$ cat config.mk
export PLATFORM = sky130hd
export DESIGN_NAME = pipe_stall_ctrl_flat
export DESIGN_NICKNAME = d
export VERILOG_FILES = /design/src/rtl/pipe_stall_ctrl_pkg.sv /design/src/rtl/pipe_stall_ctrl_if.sv /design/src/rtl/pipe_stall_ctrl_md_busy_counter.sv /design/src/rtl/pipe_stall_ctrl.sv /design/src/flat_wrapper.sv
export SDC_FILE = /design/constraint.sdc
export NUM_CORES = 1
export LEC_CHECK = 0
export CAP_MARGIN = 10
export CORE_MARGIN = 1.5
export CORE_UTILIZATION = 30
export CTS_CLUSTER_SIZE = 10
export DETAILED_ROUTE_END_ITERATION = 8
export PLACE_DENSITY = 0.6
export SYNTH_ARGS = -nofsm -noshare
export SYNTH_HDL_FRONTEND = slang
export SYNTH_HIERARCHICAL = 1
export SYNTH_SLANG_ARGS = --single-unit
$ cat constraint.sdc
create_clock -name clock -period 2.6 [get_ports clock]
set_input_delay 0.52 -clock clock [delete_from_list [all_inputs] [get_ports clock]]
set_output_delay 0.52 -clock clock [all_outputs]
set_load 0.03 [all_outputs]
$ cat src/rtl/pipe_stall_ctrl_pkg.sv
// Shared types and constants for the pipeline sequencing controller.
// Imported by the interface, the top and the md counter.
package pipe_ctrl_pkg;

  typedef enum logic [1:0] {
    BOOT,
    RUN,
    MDBUSY
  } state_t;

  localparam logic [4:0] REG_ZERO = 5'd0;

  localparam int MD_LAT_DEF      = 8;
  localparam int BOOT_CYCLES_DEF = 1;

  localparam int MD_CNT_W   = 6;
  localparam int BOOT_CNT_W = 4;

endpackage

$ cat src/rtl/pipe_stall_ctrl_if.sv
// ID/EX hazard inputs and stall-control outputs between the ID
// stage (master) and the sequencing controller (slave).
interface pipe_stall_ctrl_if;

  logic [4:0]  id_rs;
  logic [4:0]  id_rt;
  logic        id_use_rs;
  logic        id_use_rt;
  logic [4:0]  ex_rn;
  logic        ex_wreg;
  logic        ex_m2reg;
  logic        id_md_start;
  logic        id_md_read;
  logic        id_branch_taken;

  logic        wpcir;
  logic        bubble;
  logic        flush_ifid;
  logic        md_busy;
  logic [31:0] stall_cycles;

  modport master (
    output id_rs, id_rt,
    output id_use_rs, id_use_rt,
    output ex_rn, ex_wreg, ex_m2reg,
    output id_md_start, id_md_read,
    output id_branch_taken,
    input  wpcir, bubble, flush_ifid,
    input  md_busy, stall_cycles
  );

  modport slave (
    input  id_rs, id_rt,
    input  id_use_rs, id_use_rt,
    input  ex_rn, ex_wreg, ex_m2reg,
    input  id_md_start, id_md_read,
    input  id_branch_taken,
    output wpcir, bubble, flush_ifid,
    output md_busy, stall_cycles
  );

endinterface

$ cat src/rtl/pipe_stall_ctrl_md_busy_counter.sv
// Load/decrement counter timing the multiply/divide busy window.
// tc is high while the count sits at 1, i.e. on the last busy cycle.
module md_busy_counter
  import pipe_ctrl_pkg::*;
(
  input  logic                clock,
  input  logic                reset,
  input  logic                load,
  input  logic [MD_CNT_W-1:0] load_val,
  input  logic                dec,
  output logic                tc
);

  logic [MD_CNT_W-1:0] cnt_q;

  always_ff @(posedge clock) begin
    if (reset) begin
      cnt_q <= '0;
    end else if (load) begin
      cnt_q <= load_val;
    end else if (dec && cnt_q != '0) begin
      cnt_q <= cnt_q - 1'b1;
    end
  end

  assign tc = (cnt_q == MD_CNT_W'(1));

endmodule

$ cat src/rtl/pipe_stall_ctrl.sv
// Pipeline sequencing controller: boot hold, load-use and mul/div
// interlocks, taken-branch squash and a saturating stall counter.
module pipe_stall_ctrl
  import pipe_ctrl_pkg::*;
#(
  parameter int BOOT_CYCLES = BOOT_CYCLES_DEF,
  parameter int MD_LAT      = MD_LAT_DEF
) (
  input  logic          clock,
  input  logic          reset,
  pipe_stall_ctrl_if.slave bus
);

  localparam logic [BOOT_CNT_W-1:0] BOOT_LAST =
    BOOT_CNT_W'(BOOT_CYCLES - 1);
  localparam logic [MD_CNT_W-1:0] MD_LOAD =
    MD_CNT_W'(MD_LAT);

  state_t                state_q;
  state_t                state_d;
  logic [BOOT_CNT_W-1:0] boot_q;
  logic [31:0]           stall_q;

  logic rs_hit;
  logic rt_hit;
  logic lu;
  logic mh;
  logic stall;
  logic issue;
  logic md_tc;
  logic boot_inc;
  logic wpcir;
  logic bubble;
  logic flush;

  assign rs_hit = bus.id_use_rs && (bus.id_rs == bus.ex_rn);
  assign rt_hit = bus.id_use_rt && (bus.id_rt == bus.ex_rn);

  assign lu = bus.ex_wreg && bus.ex_m2reg
           && (bus.ex_rn != REG_ZERO)
           && (rs_hit || rt_hit);

  assign mh = (state_q == MDBUSY)
           && (bus.id_md_read || bus.id_md_start);

  // BOOT ignores every ID input, so hazards only count outside it
  assign stall = (state_q != BOOT) && (lu || mh);
  assign issue = (state_q == RUN) && bus.id_md_start && !stall;

  always_comb begin
    state_d  = state_q;
    wpcir    = 1'b0;
    bubble   = 1'b1;
    flush    = 1'b0;
    boot_inc = 1'b0;
    unique case (state_q)
      BOOT: begin
        boot_inc = 1'b1;
        if (boot_q == BOOT_LAST) state_d = RUN;
      end
      RUN: begin
        if (!stall) begin
          wpcir  = 1'b1;
          bubble = 1'b0;
          flush  = bus.id_branch_taken;
        end
        if (issue) state_d = MDBUSY;
      end
      MDBUSY: begin
        if (!stall) begin
          wpcir  = 1'b1;
          bubble = 1'b0;
          flush  = bus.id_branch_taken;
        end
        if (md_tc) state_d = RUN;
      end
      default: state_d = BOOT;
    endcase
  end

  always_ff @(posedge clock) begin
    if (reset) begin
      state_q <= BOOT;
      boot_q  <= '0;
    end else begin
      state_q <= state_d;
      if (boot_inc) boot_q <= boot_q + 1'b1;
    end
  end

  always_ff @(posedge clock) begin
    if (reset) begin
      stall_q <= '0;
    end else if (stall && stall_q != '1) begin
      stall_q <= stall_q + 1'b1;
    end
  end

  md_busy_counter u_md_cnt (
    .clock    (clock),
    .reset    (reset),
    .load     (issue),
    .load_val (MD_LOAD),
    .dec      (state_q == MDBUSY),
    .tc       (md_tc)
  );

  assign bus.wpcir        = wpcir;
  assign bus.bubble       = bubble;
  assign bus.flush_ifid   = flush;
  assign bus.md_busy      = (state_q == MDBUSY);
  assign bus.stall_cycles = stall_q;

endmodule

$ cat src/flat_wrapper.sv
// flat-port wrapper written by rule: the top's interface ports become plain ports
module pipe_stall_ctrl_flat import pipe_ctrl_pkg::*;
#(
  parameter int BOOT_CYCLES = BOOT_CYCLES_DEF,
  parameter int MD_LAT      = MD_LAT_DEF
)
  (clock, reset, bus_id_rs, bus_id_rt, bus_id_use_rs, bus_id_use_rt, bus_ex_rn, bus_ex_wreg, bus_ex_m2reg, bus_id_md_start, bus_id_md_read, bus_id_branch_taken, bus_wpcir, bus_bubble, bus_flush_ifid, bus_md_busy, bus_stall_cycles);
  pipe_stall_ctrl_if bus_i ();
  input  logic clock;
  input  logic reset;
  input wire logic [$bits(bus_i.id_rs)-1:0] bus_id_rs;
  input wire logic [$bits(bus_i.id_rt)-1:0] bus_id_rt;
  input wire logic [$bits(bus_i.id_use_rs)-1:0] bus_id_use_rs;
  input wire logic [$bits(bus_i.id_use_rt)-1:0] bus_id_use_rt;
  input wire logic [$bits(bus_i.ex_rn)-1:0] bus_ex_rn;
  input wire logic [$bits(bus_i.ex_wreg)-1:0] bus_ex_wreg;
  input wire logic [$bits(bus_i.ex_m2reg)-1:0] bus_ex_m2reg;
  input wire logic [$bits(bus_i.id_md_start)-1:0] bus_id_md_start;
  input wire logic [$bits(bus_i.id_md_read)-1:0] bus_id_md_read;
  input wire logic [$bits(bus_i.id_branch_taken)-1:0] bus_id_branch_taken;
  output wire logic [$bits(bus_i.wpcir)-1:0] bus_wpcir;
  output wire logic [$bits(bus_i.bubble)-1:0] bus_bubble;
  output wire logic [$bits(bus_i.flush_ifid)-1:0] bus_flush_ifid;
  output wire logic [$bits(bus_i.md_busy)-1:0] bus_md_busy;
  output wire logic [$bits(bus_i.stall_cycles)-1:0] bus_stall_cycles;
  assign bus_i.id_rs = bus_id_rs;
  assign bus_i.id_rt = bus_id_rt;
  assign bus_i.id_use_rs = bus_id_use_rs;
  assign bus_i.id_use_rt = bus_id_use_rt;
  assign bus_i.ex_rn = bus_ex_rn;
  assign bus_i.ex_wreg = bus_ex_wreg;
  assign bus_i.ex_m2reg = bus_ex_m2reg;
  assign bus_i.id_md_start = bus_id_md_start;
  assign bus_i.id_md_read = bus_id_md_read;
  assign bus_i.id_branch_taken = bus_id_branch_taken;
  assign bus_wpcir = bus_i.wpcir;
  assign bus_bubble = bus_i.bubble;
  assign bus_flush_ifid = bus_i.flush_ifid;
  assign bus_md_busy = bus_i.md_busy;
  assign bus_stall_cycles = bus_i.stall_cycles;
  pipe_stall_ctrl #(.BOOT_CYCLES(BOOT_CYCLES), .MD_LAT(MD_LAT)) u_core (.clock(clock), .reset(reset), .bus(bus_i));
endmodule
# After elaboration in Yosys (flattened, before gate mapping)
# Cells that the tools add are included.
dict set report totals {
  register_bits 44
  in_bits 24
  output_inout_bits 36
  word_cells 54
}
dict set report classes {
  addsub 3
  n_eq_ne 9
  mux 13
  reduce_logical 24
}
# operator count
set ops {}
lappend ops {{32-bit by 1-bit adder with 32-bit output (second input constant)} 1}
lappend ops {{32-bit inequality test (second input constant)} 1}
lappend ops {{1-bit logical AND} 11}
lappend ops {{5-bit == test} 2}
lappend ops {{4-bit two-way mux} 2}
lappend ops {{1-bit two-way mux} 7}
lappend ops {{6-bit by 1-bit == test with 1-bit output (second input constant)} 1}
lappend ops {{2-bit two-way mux} 3}
lappend ops {{2-bit by 1-bit inequality test with 1-bit output (second input constant)} 3}
lappend ops {{2-bit one-hot mux with 3 select lines} 1}
lappend ops {{6-bit nonzero test} 1}
lappend ops {{6-bit by 1-bit subtractor with 6-bit output (second input constant)} 1}
lappend ops {{5-bit nonzero test} 1}
lappend ops {{4-bit by 1-bit adder with 4-bit output (second input constant)} 1}
lappend ops {{4-bit zero test} 1}
lappend ops {{2-bit nonzero test} 2}
lappend ops {{2-bit OR reduction} 2}
lappend ops {{1-bit logical OR} 3}
lappend ops {{3-bit AND reduction} 1}
lappend ops {{2-bit by 1-bit == test with 1-bit output (second input constant)} 1}
lappend ops {{2-bit == test (second input constant)} 1}
lappend ops {{2-bit zero test} 1}
lappend ops {{1-bit zero test} 1}

# Depth between registers and ports, before layout
dict set report depth {
  depth_word 10
  ltp_mapped 10
  ltp_nobuf 9
}

# Cells and area by module
# The synthesis kept the hierarchy.
# mod n_inst cells_each area_per_inst_um2 seq_area_each_um2
set by_module_without_submodules {}
lappend by_module_without_submodules {pipe_stall_ctrl 1 261 2169.6 760.7}
lappend by_module_without_submodules {md_busy_counter 1 49 412.9 120.1}

# Worst setup path after synthesis
# OpenSTA, ideal clock, no wires.
dict set report synth_timing {
  path_type {reg-to-output}
  startpoint {register u_core.state_q[0]}
  endpoint {output port bus_bubble}
  arrival_ns 2.081
  required_time_ns 2.080
  path_slack_ns -0.001
  stages_incl_launch_ff 8
  path_buffers 0
  cell_sequence {dfxtp_1 > inv_1 > ha_1 > o21ai_0 > a21oi_2 > nand2_1 > and2_1 > inv_1}
}
dict set report synth_between {
  elab_chain_len 6
  word_cells_on_any_way 9
  classes_between {2 x eq/ne; 2 x mux; 5 x reduce/logical}
}
# item line
set synth_lines {}
lappend synth_lines {{start, declared} pipe_stall_ctrl.sv:19} ;# state_t state_q;
lappend synth_lines {{start signal, assigned} pipe_stall_ctrl.sv:86} ;# state_q <= state_d;
lappend synth_lines {{2-bit == test (*)} -}
lappend synth_lines {{net bus_md_busy} flat_wrapper.sv:24} ;# output wire logic [$bits(bus_i.md_busy)-1:0] bus_md_busy;
lappend synth_lines {{1-bit logical AND} pipe_stall_ctrl.sv:44} ;# && (bus.id_md_read || bus.id_md_start);
lappend synth_lines {{1-bit logical OR} pipe_stall_ctrl.sv:47} ;# assign stall = (state_q != BOOT) && (lu || mh);
lappend synth_lines {{1-bit logical AND} pipe_stall_ctrl.sv:47}
lappend synth_lines {{1-bit two-way mux} {pipe_stall_ctrl.sv:62, pipe_stall_ctrl.sv:70}}
lappend synth_lines {{1-bit two-way mux (*)} -}
lappend synth_lines {{end, declared} flat_wrapper.sv:22} ;# output wire logic [$bits(bus_i.bubble)-1:0] bus_bubble;
# Mark *: on every way through the listed nets, which the timed path passes. The rest lies on a longest branch.

# Worst setup path after layout
dict set report layout_timing {
  startpoint {input port bus_id_md_start}
  endpoint {register u_core.stall_q[9] (netlist: u_core/bus.stall_cycles[9])}
}
dict set report layout_between {
  elab_chain_len 5
}
# item line
set layout_lines {}
lappend layout_lines {{start, declared} flat_wrapper.sv:18} ;# input wire logic [$bits(bus_i.id_md_start)-1:0] bus_id_md_start;
lappend layout_lines {{1-bit logical OR} pipe_stall_ctrl.sv:44}
lappend layout_lines {{1-bit logical AND} pipe_stall_ctrl.sv:44}
lappend layout_lines {{1-bit logical OR} pipe_stall_ctrl.sv:47}
lappend layout_lines {{1-bit logical AND} pipe_stall_ctrl.sv:47}
lappend layout_lines {{1-bit logical AND} pipe_stall_ctrl.sv:94} ;# end else if (stall && stall_q != '1) begin
lappend layout_lines {{end signal, assigned} pipe_stall_ctrl.sv:95} ;# stall_q <= stall_q + 1'b1;
lappend layout_lines {{end, declared} pipe_stall_ctrl.sv:22} ;# logic [31:0] stall_q;
# No other way between the ends.
# A chain may end at the register's enable or synchronous reset.

==> impl_metrics.yaml <==
synthesis:
  syn_area_sq_um: 2580
  synthCells: 310
  ys_types: 59
  async_flop_share_pct: 0
  syn_area_per_cell_sq_um: 8.33
  yosysWarnings: 6
  ys.flop_type: "dfxtp_1"
  seq_area_frac_synth_pct: 34.1
  synth_seq_cells: 44
  synth_edf_count: 0
sta:
  tightest_slew_ns: 0.767
  period_needed_ns: 2.48
  fmax_mhz: 403
  post-route-period-util_pct: 95.5
  setup_violations: 0
  finClkSkew_ns: 0.00953
  setup_slack_ns: 0.118
  slew_headroom_pct: 48.7
  maxSlewViolCount: 0
  hold_violations: 0
layout:
  finish.utilization_pct: 43.9
  final_nets: 436
  antenna_cells: 0
  area_growth_pct: 40.4
  drive_gt1_share_pct: 16.9
grt:
  grtUsageTotal_pct: 15.6
  grt_pass1_wl_mm: 11.5
  grt_pass1_vias: 2519
  overflow: 0
  grt_max_degree: 19
  antenna_found_initial: 0
clocking:
  root_buffer: "clkbuf_8"
  cts.reportedPaths.clkPinSlew_ns: 0.09
  cts_buffers: 5
  cts_hold_buf: 0
  ctsLongestPathBuffers: 2
  worst_skew_pair.late_latency_ns: 0.30
  cts_tree: "built"
  clock-sinks: 44
  htree_num_levels: 2
placement:
  io_buffers: 59
  pre_cts_slack_ns: -0.640
  hpwl_mm: 5.03
  gp_congestion: 0.794
outcome:
  outcome: "complete, no violations"
worst_setup_path:
  reg2reg_to: "u_core/bus.stall_cycles[9]$_SDFFE_PP0P_"
  path_cells: "clkdlybuf4s50_1 -> o21ai_0 -> buf_4 -> a21oi_2 -> buf_4 -> buf_4 -> buf_4 -> buf_4 -> nand3_4 -> buf_12 -> or4_1 -> a21oi_1"
  ff2ff_setup_slack_ns: 0.20
  reg2reg_depth: 13
  critPathLaunch: "bus_id_md_start"
  worstSetupPathType: "in -> reg"
  crit_path_start_kind: "primary input"
  cp-endpoint: "u_core/bus.stall_cycles[9]$_SDFFE_PP0P_"
  crit_top_cell: "buf_4"
  crit_fanout: 15
  cp.arrival_ns: 2.72
  path_depth: 12
  cp-end-kind: "flop"
  cp.required_ns: 2.83
  r2r-start: "u_core/state_q[0]$_SDFFE_PP0P_"
  cp_slowest_cell: "clkdlybuf4s50_1"
  crit_family: "buffers and inverters"
  cp_num_buf_inv: 7
  slowest_delay_ns: 0.47
route:
  viasPerCell: 5.20
  drc: 0
  first_pass_iters: 4
  wl_per_cell_um: 13.3
  vias: 2635
  wl_mm: 6.75
  ant_nets: 0
  drt-initial-drc-count: 99
min_path:
  hold_path_class: "reg -> reg"
floorplan:
  core_area_sq_um: 8260
  initial_core_util_pct: 31.3
  io_pins: 60
  die_w_um: 95.8
  dieArea_sq_um: 9170
  chipHeight_um: 95.8
  rows: 33
power:
  powerDensity_nw_per_um2: 582
  power.total_w: 0.00211
  p_leak_nw: 1.32
  peakVddDrop_mv: 0.334
flow_run:
  max-cap-violations: 0
where the power goes:
part / internal (W) / switching, W
Sequential: 0.000735 / 0.0000684
Combinational: 0.000439 / 0.000452
Clock: 0.000182 / 0.000233
Total: 0.00136 / 0.000753
per-stage QoR:
stage	hold slack (ns)	area (sq um)	setup TNS, ns	instances
4_1_cts	0.504	3600	0	505
3_3_place_gp	0.489	3480	-4.66	494
6_report	0.499	3630	0	507
2_1_floorplan	0.472	2600	0	314
5_1_grt	0.532	3630	-0.00328	507
3_5_place_dp	0.492	3480	-6.35	494
cell families (layout without fill, tap and decap cells):
logic type      Yosys count  in the layout  synth area share, %
simple gates            129            129                 29.6
other cells               2              6                0.291
fa+ha+maj                10             10                 4.84
mux                       4              4                 1.65
buf+inv                  26            114                 4.41
xor+xnor                 15             15                 5.09
compound gates           80             80                 20.0
flops                    44             44                 34.1
tightest hold or removal path, delay by kind of cell (launching register included):
kind / cells / cell delay [ns]
AOI/OAI and AO/OA: 2 / 0.12
DFF: 1 / 0.34
Yosys cell counts, types with 9 or more instances:
cell type   n  area [sq um]
a21oi_1    29           145
dfxtp_1    44           881
ha_1       10           125
inv_1      14          52.6
nand2_1    22          82.6
nand3_1    11          55.1
nand4_1    14          87.6
nor2_1     16          60.1
o21ai_0    17          85.1
or3_1      18           113
or4_1       9          67.6
xnor2_1    11          96.3
registers in the layout (all words and copies together), names as in the netlist:
register and count:
u_core/boot_q 4, u_core/bus.stall_cycles 32, u_core/state_q 2, u_core/u_md_cnt/cnt_q 6
cell usage in the layout (no fill, tap or decap), types with 5 or more instances in the layout:
cell type / netlist / routed
o21ai_0: 17 / 17
nor3_1: 8 / 8
buf_4: 2 / 32
or3_1: 18 / 18
inv_1: 14 / 14
o31ai_1: 8 / 8
dfxtp_1: 44 / 44
clkbuf_8: 0 / 5
dlymetal6s2s_1: 0 / 7
nand2_1: 22 / 21
nand3_1: 11 / 11
nor2_1: 16 / 16
ha_1: 10 / 9
clkdlybuf4s50_1: 0 / 42
a21oi_1: 29 / 28
or4_1: 9 / 9
conb_1: 2 / 6
xnor2_1: 11 / 11
nand4_1: 14 / 14
layout make-up:
type | count | area (sq um)
Clock buffer | 5 | 68.8
Clock inverter | 2 | 12.5
Fill cell | 843 | 4630
Inverter | 14 | 52.6
Multi-Input combinational cell | 244 | 1630
Sequential cell | 44 | 881
Tap cell | 105 | 131
Timing Repair Buffer | 93 | 853
layer usage:
| layer | share of wire (%) | wire [um] | up-vias | GRT usage (%) |
|---|---|---|---|---|
| li1 | - | - | 1335 | - |
| met1 | 45 | 3050 | 1223 | 19.8 |
| met2 | 48 | 3240 | 70 | 26.1 |
| met3 | 5.5 | 370 | 7 | 3.24 |
| met4 | 1.3 | 89 | 0 | 5.39 |
| met5 | 0 | 0 | - | 0 |
repair_timing:
action / in CTS / in global routing
buffers inserted: 4 / 2
setup endpoints to repair: 5 / 9
pin swaps: 8 / 15
resized for setup: 24 / 13
worst min-delay path by stage:
stage                                                   startpoint                                       end  slack, ns  depth (start not counted)
final                     u_core/bus.stall_cycles[28]$_SDFFE_PP0P_  u_core/bus.stall_cycles[28]$_SDFFE_PP0P_       0.50                          2
after global routing      u_core/bus.stall_cycles[28]$_SDFFE_PP0P_  u_core/bus.stall_cycles[28]$_SDFFE_PP0P_       0.53                          2
after CTS                 u_core/bus.stall_cycles[28]$_SDFFE_PP0P_  u_core/bus.stall_cycles[28]$_SDFFE_PP0P_       0.50                          2
after detailed placement  u_core/bus.stall_cycles[28]$_SDFFE_PP0P_  u_core/bus.stall_cycles[28]$_SDFFE_PP0P_       0.49                          2
after global placement    u_core/bus.stall_cycles[31]$_SDFFE_PP0P_  u_core/bus.stall_cycles[31]$_SDFFE_PP0P_       0.49                          2
after floorplan                      u_core/boot_q[3]$_SDFFE_PP0P_             u_core/boot_q[3]$_SDFFE_PP0P_       0.47                          2
(Power assumes the default switching activity.)
